$ cat config.mk
export PLATFORM = sky130hd
export DESIGN_NAME = tia_player_scan_counter
export DESIGN_NICKNAME = d
export VERILOG_FILES = /design/src/rtl/tia_player_scan_counter.sv
export SDC_FILE = /design/constraint.sdc
export NUM_CORES = 1
export LEC_CHECK = 0
export CAP_MARGIN = 5
export CELL_PAD_IN_SITES_DETAIL_PLACEMENT = 0
export CELL_PAD_IN_SITES_GLOBAL_PLACEMENT = 1
export CORE_MARGIN = 10
export CORE_UTILIZATION = 25
export CTS_CLUSTER_DIAMETER = 100
export DETAILED_ROUTE_END_ITERATION = 16
export GPL_ROUTABILITY_DRIVEN = 0
export PLACE_DENSITY_LB_ADDON = 0.1
export SLEW_MARGIN = 20
export SYNTH_ARGS = -nofsm -noshare
export SYNTH_HDL_FRONTEND = slang
export SYNTH_SLANG_ARGS = --single-unit
export TNS_END_PERCENT = 100
$ cat constraint.sdc
create_clock -name clk -period 6 [get_ports clk]
set_input_delay 1.5 -clock clk [delete_from_list [all_inputs] [get_ports clk]]
set_output_delay 1.5 -clock clk [all_outputs]
set_load 0.005 [all_outputs]
$ cat src/rtl/tia_player_scan_counter.sv
// TIA player horizontal position counter and graphics scan sequencer.
// A 160-clock position counter generates copy start events; each copy scans
// the eight graphics bits at 1, 2 or 4 motion clocks per bit.
`timescale 1ns/1ps
module tia_player_scan_counter (
    input  logic       clk,
    input  logic       reset,
    input  logic       motck,
    input  logic       resp,
    input  logic [2:0] nusiz,
    input  logic       reflect,
    output logic       gs0,
    output logic       gs1,
    output logic       gs2,
    output logic       active,
    output logic [7:0] count
);

    logic [7:0] count_q, count_d, count_inc;
    logic       active_q, active_d;
    logic [2:0] idx_q, idx_d;
    logic [1:0] sub_q, sub_d;
    // Width stored as clocks-per-bit minus one: 0, 1 or 3.
    logic [1:0] wm1_q, wm1_d;
    logic [1:0] wm1_new;
    logic       extra_hit;
    logic       start;
    logic [2:0] gs;

    // Counter increment value and copy-start decode for the next count.
    always_comb begin
        count_inc = (count_q == 8'd159) ? 8'd0 : count_q + 8'd1;
        extra_hit = 1'b0;
        unique case (nusiz)
            3'b001:  extra_hit = (count_inc == 8'd16);
            3'b010:  extra_hit = (count_inc == 8'd32);
            3'b011:  extra_hit = (count_inc == 8'd16) || (count_inc == 8'd32);
            3'b100:  extra_hit = (count_inc == 8'd64);
            3'b110:  extra_hit = (count_inc == 8'd32) || (count_inc == 8'd64);
            default: extra_hit = 1'b0;
        endcase
        // Only an increment can start a copy; a resp load to 0 never does.
        start = motck && !resp && ((count_q == 8'd159) || extra_hit);
        unique case (nusiz)
            3'b101:  wm1_new = 2'd1;
            3'b111:  wm1_new = 2'd3;
            default: wm1_new = 2'd0;
        endcase
    end

    // Next-state for the position counter and the bit scan.
    always_comb begin
        count_d  = count_q;
        active_d = active_q;
        idx_d    = idx_q;
        sub_d    = sub_q;
        wm1_d    = wm1_q;

        if (resp) begin
            count_d = 8'd0;
        end else if (motck) begin
            count_d = count_inc;
        end

        // resp leaves the scan alone so an in-progress copy completes.
        if (start) begin
            active_d = 1'b1;
            idx_d    = 3'd0;
            sub_d    = 2'd0;
            wm1_d    = wm1_new;
        end else if (motck && active_q) begin
            if (sub_q == wm1_q) begin
                sub_d = 2'd0;
                if (idx_q == 3'd7) begin
                    active_d = 1'b0;
                    idx_d    = 3'd0;
                end else begin
                    idx_d = idx_q + 3'd1;
                end
            end else begin
                sub_d = sub_q + 2'd1;
            end
        end
    end

    // State registers with synchronous reset taking priority over everything.
    always_ff @(posedge clk) begin
        if (reset) begin
            count_q  <= 8'd0;
            active_q <= 1'b0;
            idx_q    <= 3'd0;
            sub_q    <= 2'd0;
            wm1_q    <= 2'd0;
        end else begin
            count_q  <= count_d;
            active_q <= active_d;
            idx_q    <= idx_d;
            sub_q    <= sub_d;
            wm1_q    <= wm1_d;
        end
    end

    // Bit select follows the live reflect input; D7 first when not reflected.
    always_comb begin
        gs     = reflect ? idx_q : (3'd7 - idx_q);
        gs0    = gs[0];
        gs1    = gs[1];
        gs2    = gs[2];
        active = active_q;
        count  = count_q;
    end

endmodule

==> results of run 1 <==
==> sequential cells by signal (all words and copies together), names as in the netlist <==
name and count:
wm1_q 2, count 8, sub_q 2, idx_q 3, active 1
==> through the flow <==
stage                     total power [uW]  hold slack (ns)  util, %  setup slack (ns)
after floorplan                      116.8           0.5235        -             2.854
after global placement               128.3           0.5569    31.39             1.805
after detailed placement             128.2           0.5636    31.39             1.774
after CTS                            230.0           0.5739    32.75             1.765
after global routing                 236.8           0.6003    32.75             1.699
final                                225.8           0.5734    32.75             1.777
==> layout by cell type, fill, tap and decap left out, types with 2 or more instances in the layout <==
| master | n |
|---|---|
| inv_1 | 3 |
| nor3b_1 | 2 |
| a22oi_1 | 2 |
| and3_1 | 2 |
| nor3_1 | 9 |
| a2111oi_2 | 2 |
| clkbuf_8 | 4 |
| mux2i_1 | 5 |
| xnor2_1 | 5 |
| nand3_1 | 4 |
| a21oi_1 | 3 |
| xor2_1 | 8 |
| clkdlybuf4s50_1 | 19 |
| o31ai_1 | 2 |
| dfxtp_1 | 16 |
| nand2_1 | 8 |
| ha_1 | 3 |
| nand4_1 | 3 |
| nor4_1 | 2 |
| nor2_1 | 16 |
==> layer usage <==
metal  global-route usage [%]  part of all wire (%)  vias to the layer above
met5                        0                     0                        -
met4                    2.246                  0.78                        0
met3                    3.346                   6.3                        2
met2                    11.65                    41                       21
met1                    10.96                    52                      439
li1                         -                     -                      484
==> layout make-up <==
type	instances	area (um2)	share of cell area [%]
Clock buffer	4	55.05	4.143
Inverter	3	11.26	0.8475
Multi-Input combinational cell	98	689.4	51.88
Sequential cell	16	320.3	24.11
Tap cell	50	62.56	4.708
Timing Repair Buffer	19	190.2	14.31
==> kinds of logic after synthesis <==
family	Yosys count	synth area share, %
adders and majority gates	3	3.526
AOI/OAI and AO/OA	20	16.10
and+or+nand+nor	57	29.73
muxes	5	4.701
buffers and inverters	9	5.170
xor gates and xnor gates	13	10.69
DFF	16	30.08
==> worst min-delay path, cell delays in order (launching register included) <==
cell and delay (ns):
dfxtp_1 0.33, mux2i_1 0.14, nor3_1 0.06
==> worst max path at each step <==
| stage | startpoint | endpoint | slack, ns | depth (start not counted) |
|---|---|---|---|---|
| 2_1_floorplan | reflect | gs0 | 2.85 | 1 |
| 3_3_place_gp | reflect | gs2 | 1.81 | 3 |
| 3_5_place_dp | reflect | gs2 | 1.77 | 3 |
| 4_1_cts | reflect | gs2 | 1.76 | 3 |
| 5_1_grt | reflect | gs0 | 1.70 | 3 |
| 6_report | reflect | gs2 | 1.78 | 3 |
==> report_power, final <==
group          total [uW]  internal [uW]  switching [uW]
clock                 100           58.3            41.9
combinational        18.0           9.43            8.57
sequential            108            107           0.964
total                 226            174            51.5
==> results.cfg, run 1 <==
[synth]
avgSynthCellArea_um2 = 8.657
synth_cells = 123
async_flop_share_pct = 0
yosysTopAreaCellShare_pct = 30.08
synth_ff_type = dfxtp_1
synth_area_leaders = dfxtp_1 30%, xor2_1 6.6%, nor2_1 5.6%
seq_area_frac_synth_pct = 30.08
synth_edf_count = 0
synthDistinctLibCells = 44
syn_area_um2 = 1065
yosys.area.top_type = dfxtp_1
synth_seq_cells = 16
mappedNetlistNets = 134
synth_commonest_cells = 16 x dfxtp_1, 16 x nor2_1, 9 x nor3_1
yosysWarnings = 0

[finish]
drive_gt1_share_pct = 8.571
area_delta_synth_final_pct = 24.79
antennaDiodeCount = 0
final_nets = 152
fin_area_um2 = 1329
layout.cells.non_filler = 190
fill_cells = 455

[setup_path]
critPathMostFrequentCell = clkdlybuf4s50_1
endpoint_kind = output pin
critPathLaunchType = input port
crit_path_top_delay_cell = clkdlybuf4s50_1
worstReg2RegEnd = sub_q[1]
cp_max_fo = 3
path_class = in -> out
crit_arrival_ns = 2.72
reg2reg_from = count[0]
critPathRequiredTime_ns = 4.50
crit_buf_inv = 2
timing.reg2reg.worst_path_depth = 6
cp_cell_sequence = clkdlybuf4s50_1 > xnor2_1 > clkdlybuf4s50_1
path_delay_family = buffers and inverters
r2r_slack_ns = 3.62
max_stage_delay_ns = 0.55

[die]
die_h_um = 85.26
core_area_um2 = 4058
die_w_um = 85.26
num_io_pins = 20
dieArea_um2 = 7269
start_util_pct = 26.24
rows = 23

[timing]
fmax_mhz = 236.8
hold_viol = 0
slew_violations = 0
finalSetupTns_ns = 0
rsz0062_at_grt = false
setup_viol = 0
max_slew_margin_pct = 44.18
tightest_slew_ns = 0.8310
clock_skew_ns = 0.005884
period_needed_ns = 4.223
finalCritPeriodShare_pct = 70.38

[clock_tree]
cts_buffers = 3
clk_latency_ns = 0.26
root_buffer = clkbuf_8
post_cts_buffers = 0
cts_max_path_buffers = 2
tritoncts = done
cts_max_level = 1
clk_pin_slew_ns = 0.07
cts_resized = 0
holdBufCountCts = 0
cts_sinks = 16

[drt]
wire_per_inst_um = 14.84
firstDrtPassIters = 4
vias = 946
viasPerCell = 4.979
drtIter0Drc = 37
drt-total-wl_mm = 2.819
drc = 0
ant_nets = 0

[grt]
gr-total-overflow = 0
antenna_found_initial = 0
grt_pass1_wl_mm = 4.968
grtUsageTotal_pct = 8.195
grt_pass1_vias = 959
grt_max_degree = 12

[place]
numPortBuffers = 19
place_area_um2 = 1274
hpwlAfterDp_mm = 2.171
place_inst = 186

[outcome]
status = finished, final reports clean

[pwr]
powerDensity_nw_per_um2 = 169.9
ir_worst_vdd_v = 0.00008418
power_leakage_uw = 0.0004438

[min_path]
hold_depth = 2
min_to = idx_q[1]
min_path_type = reg -> reg
hp-start = idx_q[1]

[job]
cap_violations = 0
No activity file was read; power rests on OpenSTA's default activity.
==> inputs of run 2 (changes only) <==
Clock period 6 ns to 3.78 ns, I/O delays scaled along.
==> results.cfg, run 2 (synthesis results as in run 1) <==
[grt]
gr-total-overflow = 0
grt_pass1_wl_mm = 5.002
antenna_found_initial = 0
grt_max_degree = 12
grtUsageTotal_pct = 8.235
grt_pass1_vias = 957

[clock_tree]
cts_resized = 0
clk_latency_ns = 0.24
cts_max_level = 1
cts_max_path_buffers = 2
root_buffer = clkbuf_8
cts_buffers = 3
clk_pin_slew_ns = 0.06
post_cts_buffers = 0
tritoncts = done
cts_sinks = 16
holdBufCountCts = 0

[finish]
final_util_pct = 33.12
final_nets = 154
area_delta_synth_final_pct = 26.20
antennaDiodeCount = 0
mostFrequentLayoutCell = clkdlybuf4s50_1
largest_register_ffs = 8
drive_gt1_share_pct = 9.859
layout_common_cells = 19 x clkdlybuf4s50_1, 16 x nor2_1, 16 x dfxtp_1

[pwr]
powerDensity_nw_per_um2 = 261.2
total_power_uw = 350.9
ir_worst_vdd_v = 0.0001609
power_leakage_uw = 0.0004541

[setup_path]
crit_arrival_ns = 2.17
critPathRequiredTime_ns = 2.83
critPathLaunchType = input port
cp_max_fo = 3
endpoint_kind = output pin
path_class = in -> out

[timing]
tightest_slew_ns = 0.4575
setup_viol = 0
max_slew_margin_pct = 69.46
fmax_mhz = 321.4
finalCritPeriodShare_pct = 82.31
finalSetupTns_ns = 0
hold_viol = 0
period_needed_ns = 3.111
slew_violations = 0
rsz0062_at_grt = false
clock_skew_ns = 0.001343

[drt]
drtIter0Drc = 39
wire_per_inst_um = 15.08
ant_nets = 0
drc = 0
drt-total-wl_mm = 2.895
viasPerCell = 4.917
vias = 944
firstDrtPassIters = 4

[die]
rows = 23
num_io_pins = 20
die_h_um = 85.26
start_util_pct = 26.24
die_w_um = 85.26
core_area_um2 = 4058
dieArea_um2 = 7269

[job]
cap_violations = 0

[min_path]
min_path_type = reg -> reg

[outcome]
status = finished, final reports clean

[place]
hpwlAfterDp_mm = 2.260
numPortBuffers = 19
-- run 2: power by group --
part	switching, uW	internal (uW)	leakage, uW
clock network	58.1	92.3	0.0000288
logic	14.0	15.7	0.000296
registers	1.60	169	0.000129
total	73.7	277	0.000454
-- run 2: path summary, 6_finish.rpt --
kind / cells after the start / slack, ns / end / from
worst max-delay path: 3 / 0.67 / gs2 / reflect
worst min-delay path: 2 / 0.57 / idx_q[1] / idx_q[1]
worst max register to register: 7 / 1.39 / sub_q[0] / count[0]
worst min register to register: 2 / 0.57 / idx_q[1] / idx_q[1]
-- run 2: critical path, stage by stage --
cell and delay (ns):
clkdlybuf4s50_1 0.55, xnor2_1 0.14, clkdlybuf4s50_1 0.53
-- run 2: layout make-up --
type / instances / area (um2)
sequential: 16 / 320.3
timing repair buffer: 21 / 205.2
tap: 50 / 62.56
clock buffer: 4 / 55.05
inverter: 3 / 11.26
fill: 427 / 2714
multi-input combinational: 98 / 689.4
-- run 2: per-layer routing --
layer,global-route usage [%],up-vias,part of all wire [%]
li1,-,487,-
met1,11.51,438,54
met2,11.85,17,41
met3,2.294,2,3.8
met4,2.246,0,0.76
met5,0,-,0
-- run 2: stage by stage --
| step | cell area [um2] | cells | hold WS [ns] | setup WS (ns) |
|---|---|---|---|---|
| global placement | 1289 | 188 | 0.5585 | 0.6948 |
| floorplan | 1065 | 123 | 0.5235 | 1.501 |
| detailed placement | 1289 | 188 | 0.5596 | 0.6637 |
| global route | 1344 | 192 | 0.5868 | 0.5887 |
| finish | 1344 | 192 | 0.5662 | 0.6686 |
| CTS | 1344 | 192 | 0.5685 | 0.6539 |
